### src/rtl/fpu_pkg.sv
// Shared FPU definitions: significand/product widths, Booth iteration count,
// exception codes and the Booth multiplier state encoding.
package fpu_pkg;

  localparam int MANT_W      = 24;
  localparam int PROD_W      = 48;
  localparam int BOOTH_STEPS = 13;

  localparam logic [2:0] EXC_NONE = 3'b000;

  typedef enum logic [1:0] {
    BOOTH_IDLE     = 2'd0,
    BOOTH_RUN      = 2'd1,
    BOOTH_DONE     = 2'd2,
    BOOTH_WAIT_LOW = 2'd3
  } booth_state_t;

endpackage

### src/rtl/booth_r4_digit.sv
// Radix-4 Booth recoder: maps a 3-bit multiplier group {q[i+1], q[i], q[i-1]}
// to a digit in {-2,-1,0,+1,+2} expressed as sign / x1 / x2 selects.
module booth_r4_digit (
  input  logic [2:0] grp,
  output logic       neg,
  output logic       one,
  output logic       two
);

  // 111 is encoded as +0 rather than -0 so no spurious negation happens.
  always_comb begin
    one = grp[1] ^ grp[0];
    two = (grp == 3'b011) || (grp == 3'b100);
    neg = grp[2] && !(grp[1] && grp[0]);
  end

endmodule

### src/rtl/booth_mul24.sv
// Sequential radix-4 Booth multiplier for 24-bit unsigned significands.
// Handshake: Valid is a level held by the caller until it sees Ack; Ack is a
// one-cycle pulse with Dataout valid in that cycle; the block then waits in
// WAIT_LOW until Valid drops so a lagging Valid cannot retrigger it.
module booth_mul24
  import fpu_pkg::*;
#(
  parameter int MANT_W = fpu_pkg::MANT_W,
  parameter int STEPS  = fpu_pkg::BOOTH_STEPS
) (
  input  logic                  CLK,
  input  logic                  RSTn,
  input  logic [MANT_W-1:0]     Datain1,
  input  logic [MANT_W-1:0]     Datain2,
  input  logic                  Valid,
  output logic [2*MANT_W-1:0]   Dataout,
  output logic [2:0]            Exc,
  output logic                  Ack,
  output logic                  Busy,
  output booth_state_t          state_dbg
);

  localparam int ACC_W = MANT_W + 4;   // signed accumulator, room for +-2A
  localparam int MQ_W  = MANT_W + 3;   // {2'b00, multiplier, q-1}
  localparam int CNT_W = 4;
  localparam int FULL_W = ACC_W + MQ_W - 1;

  booth_state_t            state, state_n;
  logic [MANT_W-1:0]       mcand, mcand_n;
  logic [MQ_W-1:0]         mreg, mreg_n;
  logic [ACC_W-1:0]        acc, acc_n;
  logic [CNT_W-1:0]        step, step_n;
  logic [2*MANT_W-1:0]     dout_n;
  logic                    ack_n, busy_n;

  logic                    d_neg, d_one, d_two;
  logic [ACC_W-1:0]        addend_mag, addend, sum;
  logic [FULL_W-1:0]       prod_full;
  logic                    finishing;

  booth_r4_digit u_digit (
    .grp (mreg[2:0]),
    .neg (d_neg),
    .one (d_one),
    .two (d_two)
  );

  assign Exc       = EXC_NONE;
  assign state_dbg = state;

  // Next-state, Booth add/shift datapath and registered-output values.
  always_comb begin
    state_n   = state;
    mcand_n   = mcand;
    mreg_n    = mreg;
    acc_n     = acc;
    step_n    = step;
    dout_n    = Dataout;
    ack_n     = 1'b0;
    finishing = 1'b0;

    if (d_one)      addend_mag = {4'b0000, mcand};
    else if (d_two) addend_mag = {3'b000, mcand, 1'b0};
    else            addend_mag = '0;
    addend    = d_neg ? (~addend_mag + 1'b1) : addend_mag;
    sum       = acc + addend;
    prod_full = '0;

    case (state)
      BOOTH_IDLE: begin
        if (Valid) begin
          mcand_n = Datain1;
          mreg_n  = {2'b00, Datain2, 1'b0};
          acc_n   = '0;
          step_n  = '0;
          if ((Datain1 == '0) || (Datain2 == '0)) begin
            dout_n  = '0;
            ack_n   = 1'b1;
            state_n = BOOTH_DONE;
          end else begin
            state_n = BOOTH_RUN;
          end
        end
      end
      BOOTH_RUN: begin
        // Add d*A, then arithmetic shift of {acc, mreg} right by two.
        acc_n     = {sum[ACC_W-1], sum[ACC_W-1], sum[ACC_W-1:2]};
        mreg_n    = {sum[1:0], mreg[MQ_W-1:2]};
        step_n    = step + 1'b1;
        prod_full = {acc_n, mreg_n[MQ_W-1:1]};
        if (step == CNT_W'(STEPS - 1)) begin
          finishing = 1'b1;
          dout_n    = prod_full[2*MANT_W-1:0];
          ack_n     = 1'b1;
          state_n   = BOOTH_DONE;
        end
      end
      BOOTH_DONE: begin
        state_n = BOOTH_WAIT_LOW;
      end
      BOOTH_WAIT_LOW: begin
        if (!Valid) state_n = BOOTH_IDLE;
      end
      default: state_n = BOOTH_IDLE;
    endcase

    busy_n = (state_n != BOOTH_IDLE);
  end

  // State and datapath registers with synchronous active-low reset.
  always_ff @(posedge CLK) begin
    if (!RSTn) begin
      state   <= BOOTH_IDLE;
      mcand   <= '0;
      mreg    <= '0;
      acc     <= '0;
      step    <= '0;
      Dataout <= '0;
      Ack     <= 1'b0;
      Busy    <= 1'b0;
    end else begin
      state   <= state_n;
      mcand   <= mcand_n;
      mreg    <= mreg_n;
      acc     <= acc_n;
      step    <= step_n;
      Dataout <= dout_n;
      Ack     <= ack_n;
      Busy    <= busy_n;
    end
  end

  // Unsigned 24x24 products never reach bit 48 of the full register pair.
  a_prod_hi_zero : assert property (@(posedge CLK) disable iff (!RSTn)
    finishing |-> (prod_full[FULL_W-1:2*MANT_W] == '0));

endmodule

### config.mk
export PLATFORM = sky130hd
export DESIGN_NAME = booth_mul24
export DESIGN_NICKNAME = d
export VERILOG_FILES = /design/src/rtl/fpu_pkg.sv /design/src/rtl/booth_r4_digit.sv /design/src/rtl/booth_mul24.sv
export SDC_FILE = /design/constraint.sdc
export NUM_CORES = 1
export LEC_CHECK = 0
export CELL_PAD_IN_SITES_DETAIL_PLACEMENT = 1
export CELL_PAD_IN_SITES_GLOBAL_PLACEMENT = 1
export CORE_MARGIN = 2
export CORE_UTILIZATION = 42
export CTS_BUF_LIST = sky130_fd_sc_hd__clkbuf_4 sky130_fd_sc_hd__clkbuf_8
export DETAILED_ROUTE_END_ITERATION = 8
export PLACE_DENSITY_LB_ADDON = 0.25
export SLEW_MARGIN = 20
export SYNTH_ARGS = -nofsm -noshare
export SYNTH_HDL_FRONTEND = slang
export SYNTH_SLANG_ARGS = --single-unit
### constraint.sdc
create_clock -name CLK -period 5.8 [get_ports CLK]
set_input_delay 1.45 -clock CLK [delete_from_list [all_inputs] [get_ports CLK]]
set_output_delay 1.45 -clock CLK [all_outputs]
set_load 0.02 [all_outputs]
==> results.yml <==
cells_and_area:
  final_cell_mix: "178 x nand2_1, 133 x dfxtp_1, 116 x a21oi_1, 102 x clkdlybuf4s50_1, 91 x nor2_1"
  areaGrowthSynthToFinish_pct: 20.9
  antenna-diode-count: 0
  seqCellArea_um2: 2660
  drive_gt1_share_pct: 6.78
  multi_input_area_um2: 4670
  fillCellCount: 2222
  final_common_cell: "nand2_1"
  nNetsFinal: 1149
floorplan:
  die_x_um: 139
  num_rows: 49
  start_util_pct: 42.7
  core_um2: 17900
  io_pins: 106
  dieArea_um2: 19300
  die_y_um: 139
power:
  p_leak_nw: 3.47
  ir_drop_mv: 0.225
  power.density_nw_per_um2: 247
  power_mw: 2.28
clock_tree:
  cts_sinks: 133
  ctsResizeCount: 0
  cts_buffers: 17
  post_cts_buffers: 0
  cts-root-buf: "clkbuf_8"
  cts.reportedPaths.clkPinSlew_ns: 0.09
  cts_max_level: 4
  clk_latency_ns: 0.46
  cts_buffer_depth: 2
  cts-hold-fix-buffers: 0
  cts_tree: "built"
global_routing:
  first_global_vias: 7506
  track_usage_pct: 23.9
  grt_max_degree: 66
  antenna_found_initial: 0
  grt_overflow_total: 0
  grt_pass1_wl_um: 37900
synth:
  synth_cell_types: 68
  syn_avg_cell_area_um2: 7.70
  synth_top_cell_by_area: "dfxtp_1"
  synthCells: 992
  ys.flop_type: "dfxtp_1"
  async_flop_share_pct: 0
  synth-edff-count: 0
  syn_area_um2: 7640
  ys_warn_count: 0
  synthTopCellsByArea: "dfxtp_1 35%, nand2_1 8.7%, a21oi_1 7.6%"
  synth_top_area_share_pct: 34.8
  ys_ff_latch: 133
  synth.yosys.seq_area_share_pct: 34.8
drt:
  drt-vias-per-instance: 5.68
  routed_wl_um: 23100
  antenna_left: 0
  drc: 0
  dr.pass1.iters: 5
  drt-initial-drc-count: 438
  vias: 7414
  detail_route.wl_per_cell_um: 17.7
setup_path:
  critical_path.reg2reg.startpoint: "mreg[1]"
  cp.required_ns: 6.18
  r2r_slack_ns: 0.67
  cp_max_fo: 14
  crit_start: "mreg[1]"
  cp-start-kind: "flip-flop"
  critPathArrivalTime_ns: 5.51
  path_cells: "inv_1, ha_1, buf_4, inv_1, a211oi_2, a21o_1, nand3_1, nor2_1, a21oi_1, a21oi_1, o21ai_1, xnor2_1, ha_1, a21oi_1, o21a_1, o2111ai_1, o211ai_1, a21oi_1, or4_1, a21oi_1, a211oi_1, o22ai_1"
  critPathSlowestCell: "a211oi_2"
  path_class: "reg2reg"
  max_stage_delay_ns: 0.48
  crit_path_end: "acc[26]"
  end_kind: "flip-flop"
  crit_top_cell: "a21oi_1"
  reg2regPathDepth: 22
  regToRegEndpoint: "acc[26]"
timing:
  max_freq_mhz: 195
  slew_violations: 0
  finalSetupTns_ns: 0
  slew_headroom_pct: 38.1
  final.min_clock_period_ns: 5.13
  skew_ns: 0.0122
  grt_setup_unrepaired: "false"
  setup_violations: 0
  worst_slew_pin_slew_ns: 0.927
  finalCritPeriodShare_pct: 88.4
  hold_violations: 0
place:
  portBuffers: 102
  gp_congestion: 0.877
  dp_hpwl_um: 16600
job:
  cap_violations: 0
status:
  status: "completed"
worst_hold_path:
  hp-class: "reg2reg"
[state kept, by name, indices dropped and copies added, names as in the netlist]
register / flops
step: 4
Dataout: 48
mcand: 24
Busy: 1
state_dbg: 2
mreg: 27
Ack: 1
acc: 26
[how the worst min path moves through the flow]
stage,slack [ns],startpoint,end,cells past startpoint
3_5_place_dp,0.44,Dataout[16],Dataout[16],2
3_3_place_gp,0.44,Dataout[2],Dataout[2],2
2_1_floorplan,0.43,acc[24],acc[24],2
6_report,0.45,Dataout[5],Dataout[5],2
5_1_grt,0.49,Dataout[2],Dataout[2],2
4_1_cts,0.46,Dataout[16],Dataout[16],2
[through the flow]
step	utilization, %	area [µm²]	worst slack [ns]	instances	hold WS [ns]
finish	51.6	9240	0.671	1305	0.451
global route	51.6	9240	0.143	1305	0.487
CTS	51.6	9240	0.719	1305	0.456
detailed placement	49.4	8850	0.779	1273	0.443
global placement	49.4	8850	0.976	1273	0.439
floorplan	-	7650	0.956	994	0.430
[cells in the mapped netlist (3+ instances only)]
library cell and n:
nand2_1 178, dfxtp_1 133, a21oi_1 116, nor2_1 93, clkbuf_1 58, nand3_1 42, ha_1 34, xnor2_1 26
a22oi_1 21, o21ai_0 21, xor2_1 20, inv_1 16, o21ai_1 15, a311oi_1 13, nor2b_1 13, nor4_1 13
a2bb2oi_1 11, o221a_2 11, a21o_1 10, and2_1 10, o21a_1 10, and3_1 8, nand2b_1 8, nor3_1 8
a211oi_1 7, buf_1 7, a31oi_1 6, nand4_1 6, o211ai_1 6, o31ai_1 6, a32o_1 4, buf_4 4
o221ai_1 4, or3_1 4, or4_1 4, a221o_1 3, mux2i_1 3, nand3b_1 3
[power by group]
part / internal (mW) / switching (mW) / total [mW]
registers: 0.950 / 0.0428 / 0.992
clock network: 0.357 / 0.430 / 0.786
logic: 0.200 / 0.299 / 0.500
total: 1.51 / 0.772 / 2.28
[final cells by class]
| cell class | instances | share of cell area [%] |
|---|---|---|
| flip-flops and latches | 133 | 28.8 |
| multi-input cells | 775 | 50.5 |
| repair buffers | 120 | 12.7 |
| clock buffers | 17 | 2.53 |
| well taps | 229 | 3.10 |
| inverters | 16 | 0.664 |
| clock inverters | 15 | 1.68 |
[cells by family (layout without fill, tap and decap cells)]
kind of cell	after synthesis	count (layout)	synth area share (%)
XOR/XNOR	46	46	5.27
buffers and inverters	86	168	4.44
other	1	3	0.0491
AND/OR/NAND/NOR	394	394	23.0
AO/OA/AOI/OAI	292	292	25.9
adder cells (fa/ha/maj)	35	35	5.83
flip-flops	133	133	34.8
multiplexers	5	5	0.688
[critical path, delay by kind of cell (launching register included)]
family                   cells  cell delay [ns]
AND/OR/NAND/NOR              3             0.77
AO/OA/AOI/OAI               13             2.50
XOR/XNOR                     1             0.22
buffers and inverters        3             0.54
flip-flops                   1             0.37
adder cells (fa/ha/maj)      2             0.68
[routing by layer]
layer / up-vias / global-route usage [%] / wire [µm]
li1: 3664 / - / -
met1: 3608 / 31.1 / 10600
met2: 120 / 41.2 / 11400
met3: 22 / 3.45 / 731
met4: 0 / 6.96 / 359
met5: - / 0 / 0
No activity file was read; power rests on OpenSTA's default activity.
